==> config.mk <==
export PLATFORM = sky130hd
export DESIGN_NAME = n3eif_input_ctrl
export DESIGN_NICKNAME = d
export VERILOG_FILES = /design/src/rtl/n3eif_pkg.sv /design/src/rtl/n3eif_debounce.sv /design/src/rtl/n3eif_input_ctrl.sv
export SDC_FILE = /design/constraint.sdc
export NUM_CORES = 1
export LEC_CHECK = 0
export ABC_AREA = 1
export BUFFER_PORTS_ARGS = -buffer_cell sky130_fd_sc_hd__buf_2
export CORE_MARGIN = 2
export CORE_UTILIZATION = 31
export CTS_CLUSTER_SIZE = 14
export DETAILED_ROUTE_END_ITERATION = 12
export PLACE_DENSITY = 0.55
export SYNTH_ARGS = -nofsm -noshare
export SYNTH_HDL_FRONTEND = slang
export SYNTH_SLANG_ARGS = --single-unit
export TNS_END_PERCENT = 5
==> constraint.sdc <==
create_clock -name SPLB_Clk -period 3.01 [get_ports SPLB_Clk]
set_input_delay 0.602 -clock SPLB_Clk [delete_from_list [all_inputs] [get_ports SPLB_Clk]]
set_output_delay 0.602 -clock SPLB_Clk [all_outputs]
set_load 0.005 [all_outputs]
==> src/rtl/n3eif_pkg.sv <==
// Shared constants and types for the n3eif board-input controller.
// Register map, EVENT bit positions and the quadrature direction decoder.
package n3eif_pkg;

    localparam logic [1:0] REG_STATUS    = 2'd0;
    localparam logic [1:0] REG_EVENT     = 2'd1;
    localparam logic [1:0] REG_ROT_COUNT = 2'd2;
    localparam logic [1:0] REG_IRQ_EN    = 2'd3;

    localparam int EV_BTN_LSB  = 0;
    localparam int EV_SW_LSB   = 8;
    localparam int EV_ROT_STEP = 16;
    localparam int EV_ROT_ERR  = 17;
    localparam int EV_W        = 18;

    typedef enum logic [1:0] {
        QD_NONE,
        QD_UP,
        QD_DOWN,
        QD_ERR
    } quad_dir_e;

    // Gray AB maps to a position 0..3; the position delta gives the direction.
    function automatic quad_dir_e quad_decode(
        input logic [1:0] prev,
        input logic [1:0] cur
    );
        logic [1:0] delta;
        quad_dir_e  dir;
        delta = {cur[1], ^cur} - {prev[1], ^prev};
        case (delta)
            2'd0:    dir = QD_NONE;
            2'd1:    dir = QD_UP;
            2'd3:    dir = QD_DOWN;
            default: dir = QD_ERR;
        endcase
        return dir;
    endfunction

endpackage

==> src/rtl/n3eif_debounce.sv <==
// Two-flop synchroniser followed by a stable-count debouncer.
// A new level is accepted after it has differed from the old one for limit cycles.
module n3eif_debounce #(
    parameter int limit = 2
) (
    input  logic clk,
    input  logic rst,
    input  logic raw,
    output logic stable
);

    localparam int CW = (limit > 1) ? $clog2(limit) : 1;

    logic          s1_q, s1_d;
    logic          s2_q, s2_d;
    logic          stable_q, stable_d;
    logic [CW-1:0] cnt_q, cnt_d;

    always_comb begin
        s1_d     = raw;
        s2_d     = s1_q;
        stable_d = stable_q;
        cnt_d    = '0;
        if (s2_q != stable_q) begin
            if (cnt_q == CW'(limit - 1)) begin
                stable_d = s2_q;
            end else begin
                cnt_d = cnt_q + CW'(1);
            end
        end
    end

    always_ff @(posedge clk) begin
        if (rst) begin
            s1_q     <= 1'b0;
            s2_q     <= 1'b0;
            stable_q <= 1'b0;
            cnt_q    <= '0;
        end else begin
            s1_q     <= s1_d;
            s2_q     <= s2_d;
            stable_q <= stable_d;
            cnt_q    <= cnt_d;
        end
    end

    assign stable = stable_q;

endmodule

==> src/rtl/n3eif_input_ctrl.sv <==
// Debounced buttons/switches, rotary decoder, sticky events and register port.
// Define N3EIF_IRQ_EN to build the IRQ_EN mask register and the irq output.
module n3eif_input_ctrl
    import n3eif_pkg::*;
#(
    parameter int C_NUM_BTN       = 4,
    parameter int C_NUM_SW        = 4,
    parameter int C_DB_CYCLES     = 66667,
    parameter int C_ROT_DB_CYCLES = 64,
    parameter int C_CNT_WIDTH     = 16
) (
    input  logic                 SPLB_Clk,
    input  logic                 SPLB_Rst,
    input  logic [C_NUM_BTN-1:0] btn,
    input  logic [C_NUM_SW-1:0]  sw,
    input  logic                 rotary_a,
    input  logic                 rotary_b,
    input  logic                 reg_rd,
    input  logic                 reg_wr,
    input  logic [1:0]           reg_addr,
    input  logic [31:0]          reg_wdata,
    output logic [31:0]          reg_rdata,
    output logic                 reg_ack,
    output logic                 irq
);

    logic [C_NUM_BTN-1:0]   btn_db, btn_prev_q;
    logic [C_NUM_SW-1:0]    sw_db, sw_prev_q;
    logic                   a_db, b_db;
    logic [1:0]             ab_db, ab_prev_q;
    logic [EV_W-1:0]        event_q, event_d, ev_set;
    logic [EV_W-1:0]        irq_en_q;
    logic [C_CNT_WIDTH-1:0] cnt_q, cnt_d;
    logic [31:0]            rdata_q, rdata_d, status;
    logic                   ack_q, ack_d;
    logic                   irq_q, irq_d;
    logic                   wr_event, wr_cnt;
    logic                   unused_wdata;
    quad_dir_e              dir;

    for (genvar i = 0; i < C_NUM_BTN; i++) begin : g_btn
        n3eif_debounce #(.limit(C_DB_CYCLES)) u_db (
            .clk(SPLB_Clk), .rst(SPLB_Rst),
            .raw(btn[i]), .stable(btn_db[i])
        );
    end

    for (genvar i = 0; i < C_NUM_SW; i++) begin : g_sw
        n3eif_debounce #(.limit(C_DB_CYCLES)) u_db (
            .clk(SPLB_Clk), .rst(SPLB_Rst),
            .raw(sw[i]), .stable(sw_db[i])
        );
    end

    n3eif_debounce #(.limit(C_ROT_DB_CYCLES)) u_db_a (
        .clk(SPLB_Clk), .rst(SPLB_Rst),
        .raw(rotary_a), .stable(a_db)
    );

    n3eif_debounce #(.limit(C_ROT_DB_CYCLES)) u_db_b (
        .clk(SPLB_Clk), .rst(SPLB_Rst),
        .raw(rotary_b), .stable(b_db)
    );

    assign ab_db        = {a_db, b_db};
    assign unused_wdata = ^reg_wdata;

    always_comb begin
        dir      = quad_decode(ab_prev_q, ab_db);
        wr_event = reg_wr && (reg_addr == REG_EVENT);
        wr_cnt   = reg_wr && (reg_addr == REG_ROT_COUNT);

        ev_set = '0;
        ev_set[EV_BTN_LSB +: C_NUM_BTN] = btn_db & ~btn_prev_q;
        ev_set[EV_SW_LSB +: C_NUM_SW]   = sw_db ^ sw_prev_q;
        ev_set[EV_ROT_STEP] = (dir == QD_UP) || (dir == QD_DOWN);
        ev_set[EV_ROT_ERR]  = (dir == QD_ERR);

        // New events OR in after the clear, so a colliding set survives.
        event_d = event_q;
        if (wr_event) begin
            event_d = event_q & ~reg_wdata[EV_W-1:0];
        end
        event_d = event_d | ev_set;

        cnt_d = cnt_q;
        if (wr_cnt) begin
            cnt_d = reg_wdata[C_CNT_WIDTH-1:0];
        end else if (dir == QD_UP) begin
            cnt_d = cnt_q + C_CNT_WIDTH'(1);
        end else if (dir == QD_DOWN) begin
            cnt_d = cnt_q - C_CNT_WIDTH'(1);
        end

        status = '0;
        status[C_NUM_BTN-1:0]   = btn_db;
        status[8 +: C_NUM_SW]   = sw_db;
        status[17:16]           = ab_db;

        rdata_d = '0;
        if (reg_rd) begin
            case (reg_addr)
                REG_STATUS:    rdata_d = status;
                REG_EVENT:     rdata_d = {{(32-EV_W){1'b0}}, event_q};
                REG_ROT_COUNT: rdata_d = 32'($signed(cnt_q));
                default:       rdata_d = {{(32-EV_W){1'b0}}, irq_en_q};
            endcase
        end
        ack_d = reg_rd | reg_wr;
    end

`ifdef N3EIF_IRQ_EN
    logic [EV_W-1:0] irq_en_d;

    always_comb begin
        irq_en_d = irq_en_q;
        if (reg_wr && (reg_addr == REG_IRQ_EN)) begin
            irq_en_d = reg_wdata[EV_W-1:0];
        end
        irq_d = |(event_q & irq_en_q);
    end

    always_ff @(posedge SPLB_Clk) begin
        if (SPLB_Rst) begin
            irq_en_q <= '0;
        end else begin
            irq_en_q <= irq_en_d;
        end
    end
`else
    assign irq_en_q = '0;
    assign irq_d    = 1'b0;
`endif

    always_ff @(posedge SPLB_Clk) begin
        if (SPLB_Rst) begin
            btn_prev_q <= '0;
            sw_prev_q  <= '0;
            ab_prev_q  <= 2'b00;
            event_q    <= '0;
            cnt_q      <= '0;
            rdata_q    <= '0;
            ack_q      <= 1'b0;
            irq_q      <= 1'b0;
        end else begin
            btn_prev_q <= btn_db;
            sw_prev_q  <= sw_db;
            ab_prev_q  <= ab_db;
            event_q    <= event_d;
            cnt_q      <= cnt_d;
            rdata_q    <= rdata_d;
            ack_q      <= ack_d;
            irq_q      <= irq_d;
        end
    end

    assign reg_rdata = rdata_q;
    assign reg_ack   = ack_q;
    assign irq       = irq_q;

endmodule

Yosys cells after proc, flatten, opt, wreduce, memory -nomap -nowiden
Index checks and enable logic that the tools add are counted.
{"block": "word_totals", "ff_bits": 255}
{"block": "op_classes", "n_eq_ne": 27, "n_addsub": 13, "bitwise": 18, "n_mux": 6, "n_reduce_logical": 29}
{"operator": "17-bit by 1-bit adder with 17-bit output (second input constant)", "n": 8}
{"operator": "17-bit equality test (second input constant)", "n": 8}
{"operator": "32-bit one-hot mux with 3 select lines", "n": 1}
{"operator": "16-bit two-way mux", "n": 3}
{"operator": "3-bit OR reduction", "n": 10}
{"operator": "2-bit AND reduction", "n": 10}
{"operator": "18-bit AND", "n": 1}
{"operator": "18-bit two-way mux", "n": 1}
{"operator": "18-bit NOT", "n": 1}
{"operator": "18-bit OR", "n": 1}
{"operator": "16-bit by 1-bit adder with 16-bit output (second input constant)", "n": 1}
{"operator": "16-bit by 1-bit subtractor with 16-bit output (second input constant)", "n": 1}
{"operator": "6-bit by 1-bit adder with 6-bit output (second input constant)", "n": 2}
{"operator": "6-bit equality test (second input constant)", "n": 2}
{"operator": "1-bit NOT", "n": 11}
{"operator": "1-bit inequality test", "n": 10}
{"operator": "2-bit equality test (second input constant)", "n": 4}
{"operator": "2-bit by 1-bit equality test with 1-bit output (second input constant)", "n": 3}
{"operator": "2-bit one-hot mux with 3 select lines", "n": 1}
{"operator": "4-bit AND", "n": 1}
{"operator": "2-bit zero test", "n": 2}
{"operator": "4-bit NOT", "n": 1}
{"operator": "2-bit XOR reduction", "n": 2}
{"operator": "4-bit bitwise XOR", "n": 1}
{"operator": "other kinds (6)", "n": 7}

Depth between registers and ports, before layout
{"block": "depth", "word_depth": 8, "depth_mapped": 20, "mapped_depth_nobuf": 20}

Cells and area by module
A second synthesis with hierarchy kept.
{"block": "unflattened", "cells_unflattened": 1841, "hier_area_um2": 12612.1}
{"module": "n3eif_debounce (g_btn[0].u_db ...)", "cells_per_inst": 153, "n_inst": 8, "area_each_um2": 1034.7}
{"module": "n3eif_input_ctrl", "cells_per_inst": 517, "n_inst": 1, "area_each_um2": 3533.4}
{"module": "n3eif_debounce (u_db_a ...)", "cells_per_inst": 50, "n_inst": 2, "area_each_um2": 400.4}

Worst setup path before layout
No wires, ideal clock.
{"block": "synth_path", "path_type": "register -> register", "from": "reg u_db_a.stable_q, in the netlist u_db_a.stable", "to": "reg cnt_q[8]", "slack_ns": 0.385, "arrival_ns": 2.493, "setup_ns": 0.132, "path_stages_with_launch": 18, "cell_sequence": "dfxtp_1 xnor2_1 ha_1 inv_1 nand2_1 nand2_1 nand2_1 nand2_1 nand2_1 inv_1 fa_1 inv_1 nand3_1 nand2_1 a21oi_1 or2_2 nand3_1 a21oi_1"}
{"block": "synth_via", "elab_chain_cells": 7, "word_cells_on_any_way": 11, "cone_classes": "add/sub: 1; eq/ne: 4; mux: 3; reduce/logical: 3"}
{"item": "start, declared", "line": "n3eif_debounce.sv:16", "rtl": "logic stable_q, stable_d;"}
{"item": "start signal, assigned", "line": "n3eif_debounce.sv:42", "rtl": "stable_q <= stable_d;"}
{"item": "2-bit XOR reduction", "line": "n3eif_pkg.sv:30", "rtl": "delta = {cur[1], ^cur} - {prev[1], ^prev};"}
{"item": "2-bit subtractor (*)", "line": "n3eif_pkg.sv:30"}
{"item": "2-bit equality test, or another cell as far along", "line": "n3eif_pkg.sv:31", "rtl": "case (delta)"}
{"item": "2-bit one-hot mux with 3 select lines (*)", "line": "n3eif_pkg.sv:31"}
{"item": "2-bit by 1-bit equality test with 1-bit output", "line": "n3eif_input_ctrl.sv:89", "rtl": "end else if (dir == QD_UP) begin"}
{"item": "16-bit two-way mux", "line": "n3eif_input_ctrl.sv:89"}
{"item": "16-bit two-way mux", "line": "n3eif_input_ctrl.sv:87", "rtl": "if (wr_cnt) begin"}
{"item": "end signal, assigned", "line": "n3eif_input_ctrl.sv:150", "rtl": "cnt_q <= cnt_d;"}
{"item": "end, declared", "line": "n3eif_input_ctrl.sv:33", "rtl": "logic [C_CNT_WIDTH-1:0] cnt_q, cnt_d;"}
Every way passes the cells marked *; elsewhere a longest branch is shown, timed or not.
A chain may end at the register's enable or synchronous reset.

Final worst setup path
{"block": "layout_path", "from": "reg u_db_b.stable_q, in the netlist u_db_b.stable", "to": "reg cnt_q[13]"}
{"block": "layout_via", "elab_chain_cells": 7, "word_cells_on_any_way": 11, "cone_classes": "add/sub: 1; eq/ne: 4; mux: 3; reduce/logical: 3"}
{"item": "start, declared", "line": "n3eif_debounce.sv:16"}
{"item": "start signal, assigned", "line": "n3eif_debounce.sv:42"}
{"item": "2-bit XOR reduction (*)", "line": "n3eif_pkg.sv:30"}
{"item": "2-bit subtractor (*)", "line": "n3eif_pkg.sv:30"}
{"item": "2-bit equality test, or another cell as far along", "line": "n3eif_pkg.sv:31"}
{"item": "2-bit one-hot mux with 3 select lines (*)", "line": "n3eif_pkg.sv:31"}
{"item": "2-bit by 1-bit equality test with 1-bit output", "line": "n3eif_input_ctrl.sv:89"}
{"item": "16-bit two-way mux", "line": "n3eif_input_ctrl.sv:89"}
{"item": "16-bit two-way mux", "line": "n3eif_input_ctrl.sv:87"}
Marks and branches as above.

==> impl_metrics.tcl <==
set metrics [dict create \
    wirelength_um 24760 \
    syn_nets 1650 \
    antenna_found_initial 0 \
    root_buffer "clkbuf_16" \
    stdcell_count 2123 \
    nets 1717 \
    top_layer_used "met4" \
    die_w_um 196.2 \
    die-area_um2 38500 \
    yosysUniqueCellTypes 49 \
    cts_buffer_depth 3 \
    clk_pin_slew_ns 0.06 \
    htree_levels 1 \
    drt-wirelength-per-cell_um 11.66 \
    grt_pass1_vias 9320 \
    antenna_left 0 \
    grt_usage_pct 13.18 \
    setup_tns_ns 0 \
    dp.cells 2071 \
    synthArstFlopShare_pct 0 \
    grt_max_degree 27 \
    yosysWarnings 0 \
    worstMarginPinSlew_ns 0.7543 \
    post_synth.cell_area_avg_um2 7.314 \
    hpwlAfterDp_um 18370 \
    ys_seq_elements 242 \
    netlist_area_um2 11450 \
    cts_made_buffers 28 \
    io_buffers 66 \
    finalHoldViolations 0 \
    cp_data_required_time_ns 3.50 \
    path_max_fanout 7 \
    synth_top_flop_cell "dfxtp_1" \
    coreArea_um2 36520 \
    cpLargestDelayFamily "simple AND/OR/NAND/NOR gates" \
    p_per_area_nw_per_um2 564.2 \
    drc 0 \
    wl_met2_um 10850 \
    min_period_over_period_pct 89.99 \
    path_buf_inv 2 \
    antenna_cells 0 \
    cts.sinks 242 \
    dr.pass1.iters 6 \
    viasPerCell 4.540 \
    p_sw_mw 1.592 \
    swShare_pct 21.17 \
    crit_path_end_kind "register" \
    row_count 70 \
    area_delta_synth_final_pct 16.35 \
    worstPathCellList "xnor2_1, ha_1, inv_1, nand2_1, nand3_1, nand2_1, nand2_1, buf_4, ha_1, or2_2, nand3_1, nand2_1, nand3_1, nand2_1, nand2_1, nand3_1, a21oi_1" \
    arrival_ns 3.20 \
    path_class "register to register" \
    grt_setup_unrepaired "false" \
    die_h_um 196.2 \
    wl_met3_um 840 \
    relSlewSlack_pct 49.57 \
    drv_slew 0 \
    fin_crit_ns 2.709 \
    drtIter0Drc 487 \
    crit_path_top_delay_cell "dfxtp_1" \
    yosys-top-cells-area "dfxtp_1 42%, nand2_1 10%, inv_1 8.0%" \
    comb_power_share_pct 4.0 \
    cpMostUsedCell "nand2_1" \
    cap_viol_max_count 0 \
    post-route-util_pct 36.49 \
    vias 9638 \
    outcome "finished, final reports clean" \
    grt_overflow 0 \
    grt_pass1_wl_um 43090 \
    synthesis.instances 1566 \
    synth_edf_count 0 \
    postCtsSetupRepairBufs 0 \
    yosysTopAreaCell "dfxtp_1" \
    max_freq_ghz 0.3692 \
    setup_viol 0 \
    cpPeakStageDelay_ns 0.39 \
    pwr-share-seq_pct 43.2 \
    p_leak_nw 5.339 \
    cts_tree "done" \
    internal_power_mw 5.928 \
    r2r_setup_slack_ns 0.30 \
    finClkSkew_ns 0.02977 \
    synth_top_area_share_pct 42.30 \
    place_congestion 0.8871 \
    drive_gt1_share_pct 11.48 \
    io_pins 82 \
    p_clk_share_pct 52.8 \
    cp-start-kind "register" \
    met1_length_um 12500 \
    place_area_um2 12220 \
    ir_drop_uv 354.0 \
    final_area_um2 13330 \
    clock_latency_ns 0.56 \
    fillers 3828 \
    hold_class "input pin to register" \
    ys_seq_area_share_pct 42.30 \
    initial_core_util_pct 31.36 \
]
[layout make-up]
cell class	instances	area, um2	share of cell area (%)
Clock buffer	36	780.7	5.859
Clock inverter	16	322.8	2.422
Sequential cell	242	4846	36.36
Multi-Input combinational cell	1036	5451	40.91
Tap cell	468	585.6	4.394
Timing Repair Buffer	76	405.4	3.042
Inverter	249	934.6	7.013
[synth_stat cells (4+ instances only)]
cell type  number
nand2_1       307
inv_1         244
dfxtp_1       242
nor2_1        187
a21oi_1        99
nand3_1        82
nor3_1         54
o21ai_0        42
ha_1           35
nand4_1        26
nor3b_1        25
xor2_1         24
buf_4          17
xnor2_1        16
buf_2          14
nor2_2         14
nor4_1         14
o211ai_1       12
nand2_2        10
or2_2          10
a31oi_1         9
o22ai_1         7
nand3_2         6
a211oi_1        5
clkbuf_1        5
nand3b_1        5
nor2_4          5
nor3_2          5
o21a_1          4
o221ai_1        4
[stage by stage]
step,hold WS [ns],power (mW),worst slack [ns]
6_report,0.2686,7.519,0.3014
5_1_grt,0.2698,7.803,0.009604
4_1_cts,0.2521,7.633,0.2983
3_5_place_dp,0.3942,3.620,0.3158
3_3_place_gp,0.3967,3.616,0.3512
2_1_floorplan,0.3883,3.518,0.3846
[power by group through the flow]
stage	clock [mW]	sequential, mW	combinational [mW]
6_report	3.97	3.25	0.302
5_1_grt	4.21	3.25	0.347
4_1_cts	4.08	3.25	0.305
3_5_place_dp	0	3.32	0.304
3_3_place_gp	0	3.32	0.301
2_1_floorplan	0	3.31	0.206
[worst paths after layout]
kind                          start            endpoint  depth (start not counted)
hold / removal               btn[3]  g_btn[3].u_db.s1_q                          3
setup / recovery      u_db_b.stable           cnt_q[13]                         17
hold reg to reg   g_sw[1].u_db.s1_q   g_sw[1].u_db.s2_q                          2
setup reg to reg      u_db_b.stable           cnt_q[13]                         17
[flip-flops by register name, summed over array words and instances (netlist names), 2 cells and up]
| name | cells |
|---|---|
| u_db_b.cnt_q | 6 |
| g_btn.u_db.cnt_q | 68 |
| reg_rdata | 19 |
| ab_prev_q | 2 |
| btn_prev_q | 4 |
| g_sw.u_db.s2_q | 4 |
| g_btn.u_db.stable | 4 |
| g_btn.u_db.s2_q | 4 |
| cnt_q | 16 |
| sw_prev_q | 4 |
| g_sw.u_db.stable | 4 |
| g_sw.u_db.cnt_q | 68 |
| g_btn.u_db.s1_q | 4 |
| event_q | 18 |
| u_db_a.cnt_q | 6 |
| g_sw.u_db.s1_q | 4 |
[worst min-delay path: cells and delay by family]
kind	cells	cell delay, ns
AND/OR/NAND/NOR	1	0.07
buffers and inverters	2	0.11
[per-layer routing]
| layer | vias to the layer above | GRT usage, % |
|---|---|---|
| met3 | 42 | 2.029 |
| met4 | 0 | 3.535 |
| met5 | - | 0 |
| met1 | 4332 | 17.69 |
| li1 | 5141 | - |
| met2 | 123 | 22.04 |
[cell families (layout without fill, tap and decap cells)]
kind of cell	Yosys count	in the layout	synth area share, %
compound gates	194	194	9.613
xor+xnor	40	40	3.059
fa+ha+maj	36	36	3.998
buf+inv	288	377	10.15
flops	242	242	42.30
other cells	1	1	0.03274
simple gates	765	765	30.85
[repair_timing]
action / in CTS / in global routing
endpoints found under the setup margin: 0 / 3
endpoints found under the hold margin: 0 / 0
hold buffers: 0 / 0
gates resized for setup: 0 / 3
[layout by cell type (no fill, tap or decap), types with 4 or more instances in the layout]
master / netlist / final
a211oi_1: 5 / 5
a21oi_1: 99 / 99
a31oi_1: 9 / 9
buf_2: 14 / 66
buf_4: 17 / 10
bufinv_16: 0 / 9
clkbuf_16: 0 / 28
clkbuf_8: 0 / 5
clkinv_2: 0 / 4
dfxtp_1: 242 / 241
ha_1: 35 / 35
inv_1: 244 / 244
nand2_1: 307 / 305
nand2_2: 10 / 12
nand3_1: 82 / 82
nand3_2: 6 / 6
nand3b_1: 5 / 5
nand4_1: 26 / 26
nor2_1: 187 / 187
nor2_2: 14 / 14
nor2_4: 5 / 5
nor3_1: 54 / 54
nor3_2: 5 / 5
nor3b_1: 25 / 25
nor4_1: 14 / 14
o211ai_1: 12 / 12
o21a_1: 4 / 4
o21ai_0: 42 / 42
o221ai_1: 4 / 4
o22ai_1: 7 / 7
or2_2: 10 / 10
xnor2_1: 16 / 16
xor2_1: 24 / 24
No activity file was read; power rests on OpenSTA's default activity.
